`src/rtl/reg_file_alu_ctrl.sv`:
```
// rtl/reg_file_alu_ctrl.sv - multi-cycle fetch/decode/exec sequencer driving the reg_file_alu datapath
module reg_file_alu_ctrl #(
   parameter int PC_W = 8
) (
   input  logic            clk,
   input  logic            rst_n,
   input  logic            start,
   output logic [PC_W-1:0] imem_addr,
   input  logic [19:0]     imem_data,
   input  logic            Zero,
   output logic [3:0]      RA1,
   output logic [3:0]      RA2,
   output logic [3:0]      WA,
   output logic [7:0]      immediate,
   output logic [1:0]      ALUControl,
   output logic            ALUSrc,
   output logic            write_enable,
   output logic            busy,
   output logic            done,
   output logic            illegal,
   output logic [PC_W-1:0] pc
);

   typedef enum logic [2:0] {
      S_IDLE,
      S_FETCH,
      S_DECODE,
      S_EXEC,
      S_HALT
   } state_t;

   state_t          state, state_nxt;
   logic [19:0]     ir;
   logic            z_flag, z_flag_nxt;
   logic            illegal_nxt;
   logic [PC_W-1:0] pc_nxt;
   logic            load_ir;
   logic [3:0]      opcode;
   logic            is_alu_op;
   logic            is_illegal;

   assign opcode     = ir[19:16];
   assign is_alu_op  = (opcode[3:2] == 2'b01) || (opcode[3:2] == 2'b10);
   assign is_illegal = (opcode inside {4'h1, 4'h2, 4'h3, 4'hE});

   assign RA1        = ir[11:8];
   assign RA2        = ir[3:0];
   assign WA         = ir[15:12];
   assign immediate  = ir[7:0];
   assign ALUControl = ir[17:16];
   assign ALUSrc     = (opcode[3:2] == 2'b10);
   assign imem_addr  = pc;

   // Gated by rst_n so a reset edge landing in EXEC never commits a write.
   assign write_enable = (state == S_EXEC) & is_alu_op & rst_n;
   assign busy         = (state == S_FETCH) | (state == S_DECODE) | (state == S_EXEC);
   assign done         = (state == S_HALT);

   always_comb begin
      state_nxt   = state;
      pc_nxt      = pc;
      illegal_nxt = illegal;
      z_flag_nxt  = z_flag;
      load_ir     = 1'b0;
      case (state)
         S_IDLE, S_HALT: begin
            if (start) begin
               pc_nxt      = '0;
               illegal_nxt = 1'b0;
               z_flag_nxt  = 1'b0;
               state_nxt   = S_FETCH;
            end
         end
         S_FETCH: state_nxt = S_DECODE;
         S_DECODE: begin
            load_ir   = 1'b1;
            state_nxt = S_EXEC;
         end
         S_EXEC: begin
            state_nxt = S_FETCH;
            case (opcode)
               4'hC:    pc_nxt = z_flag ? ir[PC_W-1:0] : pc + 1'b1;
               4'hD:    pc_nxt = ir[PC_W-1:0];
               4'hF:    state_nxt = S_HALT;
               default: pc_nxt = pc + 1'b1;
            endcase
            if (is_alu_op)  z_flag_nxt  = Zero;
            if (is_illegal) illegal_nxt = 1'b1;
         end
         default: state_nxt = S_IDLE;
      endcase
   end

   always_ff @(posedge clk) begin
      if (!rst_n) begin
         state   <= S_IDLE;
         ir      <= '0;
         pc      <= '0;
         z_flag  <= 1'b0;
         illegal <= 1'b0;
      end else begin
         state   <= state_nxt;
         pc      <= pc_nxt;
         z_flag  <= z_flag_nxt;
         illegal <= illegal_nxt;
         if (load_ir) ir <= imem_data;
      end
   end

endmodule

```
`config.mk`:
```
export PLATFORM = sky130hd
export DESIGN_NAME = reg_file_alu_ctrl
export DESIGN_NICKNAME = d
export VERILOG_FILES = /design/src/rtl/reg_file_alu_ctrl.sv
export SDC_FILE = /design/constraint.sdc
export NUM_CORES = 1
export LEC_CHECK = 0
export CORE_MARGIN = 3
export CORE_UTILIZATION = 48
export CTS_CLUSTER_DIAMETER = 40
export DETAILED_ROUTE_END_ITERATION = 12
export GPL_ROUTABILITY_DRIVEN = 1
export MAX_ROUTING_LAYER = met4
export PLACE_DENSITY = 0.82
export SLEW_MARGIN = 20
export SYNTH_ARGS = -nofsm -noshare
export SYNTH_HDL_FRONTEND = slang
export SYNTH_SLANG_ARGS = --single-unit
```
`constraint.sdc`:
```
create_clock -name clk -period 3.5 [get_ports clk]
set_clock_uncertainty 0.2 [all_clocks]
set_input_delay 0.875 -clock clk [delete_from_list [all_inputs] [get_ports clk]]
set_output_delay 0.875 -clock clk [all_outputs]
set_load 0.01 [all_outputs]
```
---- Word-level counts from Yosys, hierarchy flattened ----
Index checks and enable logic that the tools add are counted.
W data, S select, Z words.
operators by class
  eq/ne operators ......................... 17
  bitwise operators ....................... 4
  $add $sub $neg .......................... 1
  muxes and demuxes ....................... 13
  reductions and logical operators ........ 8
operators with widths
  cell                   count
  $pmux W8 S3            1
  $eq A4 B4 Y1 const B   4
  $mux W8                2
  $pmux W8 S2            1
  $pmux W3 S4            1
  $reduce_and A3 Y1      3
  $add A8 B1 Y8 const B  1
  $eq A4 B2 Y1 const B   2
  $ne A2 B2 Y1 const B   4
  $eq A3 B2 Y1 const B   2
  $mux W3                2
  $eq A4 B1 Y1 const B   1
  $mux W1                4
  $pmux W1 S2            2
  $reduce_bool A4 Y1     1
  $eq A3 B1 Y1 const B   1
  $eq A3 B3 Y1 const B   1
  $logic_not A3 Y1       1
  $and A1 B1 Y1          2
  $eq A2 B1 Y1 const B   1
  $eq A2 B2 Y1 const B   1
  $or A1 B1 Y1           2
  $reduce_bool A2 Y1     1
  $reduce_or A2 Y1       1
  $logic_or A1 B1 Y1     1
word-level totals
  word-level logic and storage cells ...... 48
  input bits .............................. 24
  flip-flop bits (word level) ............. 33

---- Logic depth before layout (Yosys ltp) ----
  word-level depth ........................ 4
  gate-level depth with buffers ........... 6
  gate-level depth less buffers ........... 5

---- Worst setup path after synthesis ----
No wires, ideal clock.
  path type ............................... input -> output
  start ................................... input rst_n
  end ..................................... output write_enable
  stages .................................. 4
  data arrival time ....................... 1561 ps
  path slack .............................. 864 ps
  cell sequence ........................... buf_6 clkinv_1 clkbuf_1 nor2_1
on the way
  cells in the longest elaborated chain, start to end .. 1
RTL lines
  what                line  RTL
  start: declaration  6     input logic rst_n,
  $and A1 B1 Y1       55    assign write_enable = (state == S_EXEC) & is_alu_op & rst_n;
  end: declaration    17    output logic write_enable,
No other way between the ends.

---- Final worst setup path ----
Same ends and word-level chain as after synthesis.

==> impl_metrics.py <==
metrics = {
    "outcome": {
        "status": "finished clean",
    },
    "route": {
        "drtIter0Drc": 136,
        "wl_um": 4250,
        "wl_per_cell_um": 13.4,
        "dr_total_vias": 1695,
        "route.detailed.drc": 0,
        "via_per_inst": 5.35,
        "drtPass1Iterations": 4,
        "ant_nets": 0,
    },
    "synth": {
        "synthTopCellsByArea": "dfxtp_1 36%, buf_4 13%, nand2_1 10%, a21oi_1 7.6%, nand3_1 3.5%",
        "synth_area_sq_mm": 0.00184,
        "syn_nets": 263,
        "ys_seq_elements": 33,
        "synthFlopType": "dfxtp_1",
        "yosys_warnings": 0,
        "yosys.area.top_type": "dfxtp_1",
        "yosysSeqAreaShare_pct": 35.8,
        "synth_edf_count": 0,
        "syn_inst": 235,
        "synthArstFlopShare_pct": 0,
        "yosysUniqueCellTypes": 40,
        "syn_area_per_cell_sq_um": 7.84,
        "synthDominantCellAreaShare_pct": 35.8,
    },
    "worst_setup_path": {
        "crit_type": "in2out",
        "worstRegToRegCells": 5,
        "cpMostUsedCell": "clkdlybuf4s50_1",
        "cp_max_fo": 2,
        "crit_path_end_kind": "primary output",
        "critPathSlowestCell": "clkdlybuf4s50_1",
        "critical-path-top-delay-family": "buffers and inverters",
        "ff2ff_setup_slack_ns": 1.28,
        "path_buf_inv": 3,
        "path_cells": "clkdlybuf4s50_1 -> clkinv_1 -> nor2_1 -> clkdlybuf4s50_1",
        "reg2reg_to": "imem_addr[6]$_SDFFE_PN0P_",
        "r2r_start": "ir[19]$_SDFFE_PN0P_",
        "crit_path_start_kind": "input port",
        "critPathRequiredTime_ns": 2.42,
        "crit_arrival_ns": 2.10,
        "cpPeakStageDelay_ns": 0.54,
    },
    "power_and_ir_drop": {
        "cellLeakagePower_nw": 0.794,
        "powerDensity_mw_per_mm2": 468,
        "max-vdd-ir-drop_mv": 0.292,
    },
    "sta": {
        "rsz0062_at_grt": "no",
        "fmax_ghz": 0.315,
        "drv_slew": 0,
        "tns_ns": 0,
        "tightest_slew_ns": 0.712,
        "maxSlewHeadroom_pct": 52.4,
        "setup_viol_count_final": 0,
        "fin_ws_ns": 0.324,
        "period_needed_ns": 3.18,
        "post-route-period-util_pct": 90.7,
        "final_hold_viol_count": 0,
    },
    "layout": {
        "final_layout_size_suffix_gt1_share_pct": 5.54,
        "final_cell_mix": "66 x clkdlybuf4s50_1, 49 x nand2_1, 33 x dfxtp_1",
        "nets": 299,
        "diodes": 0,
        "layout_commonest_cell": "clkdlybuf4s50_1",
        "area_growth_pct": 28.7,
    },
    "clocking": {
        "htree_levels": 2,
        "insertion_delay_ns": 0.28,
        "clock_path_buffers": 2,
        "post_cts_buffers": 0,
        "cts.sink_count": 33,
        "numCtsBuffers": 5,
        "clk_pin_slew_ns": 0.06,
        "cts_hold_buf": 0,
        "cts-resized-gates": 0,
        "cts_root_buf": "clkbuf_8",
        "cts_tree": "built",
    },
    "floorplanning": {
        "die_width_um": 68.0,
        "die_h_um": 68.0,
        "ioPinCount": 67,
        "start_util_pct": 52.3,
        "coreArea_sq_mm": 0.00352,
        "dieArea_sq_mm": 0.00462,
        "num_rows": 21,
    },
    "global_route": {
        "grt_pass1_vias": 1638,
        "grt_max_degree": 27,
        "grt_usage_pct": 20.7,
        "antenna_found_initial": 0,
        "grt_overflow": 0,
        "grt_first_pass_wirelength_um": 7030,
    },
    "flow_run": {
        "cap_violations": 0,
    },
    "placed_design": {
        "dp_slack_ns": 0.310,
        "numPortBuffers": 66,
        "dp_hpwl_um": 3110,
        "gp_congestion": 0.923,
    },
    "worst_hold_path": {
        "worstHoldStart": "ir[12]$_SDFFE_PN0P_",
        "hold_path_end": "ir[12]$_SDFFE_PN0P_",
        "whs_path_depth": 2,
        "min_path_type": "reg2reg",
    },
}
-- cell type report --
type / count / area [sq um]
clock buffer: 7 / 86.3
fill: 323 / 1150
inverter: 7 / 26.3
multi-input combinational: 155 / 858
sequential: 33 / 661
tap: 46 / 57.6
timing repair buffer: 69 / 683
-- report_power, final --
| part | internal (W) | switching [W] |
|---|---|---|
| clock | 0.000156 | 0.000126 |
| combinational | 0.000177 | 0.000186 |
| sequential | 0.000421 | 0.0000442 |
-- flip-flops by register name (all words and copies together) (netlist names) --
signal / flops
illegal: 1
state: 3
ir: 20
imem_addr: 8
z_flag: 1
-- worst max-delay path by stage --
stage / from / to / cells past startpoint
2_1_floorplan: rst_n / write_enable / 4
5_1_grt: rst_n / write_enable / 4
6_report: rst_n / write_enable / 4
3_3_place_gp: rst_n / write_enable / 4
4_1_cts: rst_n / write_enable / 4
3_5_place_dp: rst_n / write_enable / 4
-- cells by family (layout without fill, tap and decap cells) --
kind of cell    Yosys count  in the layout  synth area share (%)
flops                    33             33                  35.8
xor+xnor                  1              1                 0.475
simple gates             96             96                  24.5
fa+ha+maj                 4              4                  2.72
buf+inv                  47             83                  17.6
compound gates           54             54                  18.9
-- tightest hold or removal path, cell delays in order (launching register included) --
cell	delay, ns
dfxtp_1	0.31
nand2_1	0.05
a21oi_1	0.05
-- Yosys cell counts (2+ instances only) --
cell type,count
and2_1,2
buf_6,2
inv_1,6
nor2_1,10
a31oi_1,3
nand2_1,49
a21oi_1,28
dfxtp_1,33
o22ai_1,4
o21a_1,3
nand2b_1,2
buf_4,31
o31a_1,2
and3_1,3
a211oi_1,3
o21ai_0,4
nand3_1,13
a32oi_1,2
nor3_1,3
nor2b_1,4
clkbuf_1,6
ha_1,4
-- metrics by stage --
| step | hold slack [ns] | cell area (sq um) | util [%] | power [W] | instances |
|---|---|---|---|---|---|
| after floorplan | 0.237 | 1840 | - | 0.000722 | 235 |
| after global routing | 0.267 | 2370 | 67.4 | 0.00118 | 317 |
| after CTS | 0.254 | 2370 | 67.4 | 0.00112 | 317 |
| after detailed placement | 0.246 | 2290 | 64.9 | 0.000835 | 310 |
| final | 0.254 | 2370 | 67.4 | 0.00111 | 317 |
| after global placement | 0.241 | 2290 | 64.9 | 0.000826 | 310 |
-- metal layers --
| metal | GRT usage (%) | part of all wire [%] |
|---|---|---|
| met1 | 23.9 | 43 |
| met2 | 34.2 | 48 |
| met3 | 6.57 | 7.8 |
| met4 | 6.20 | 1.5 |
| met5 | - | 0 |
Power figures use the tool's default switching activity.
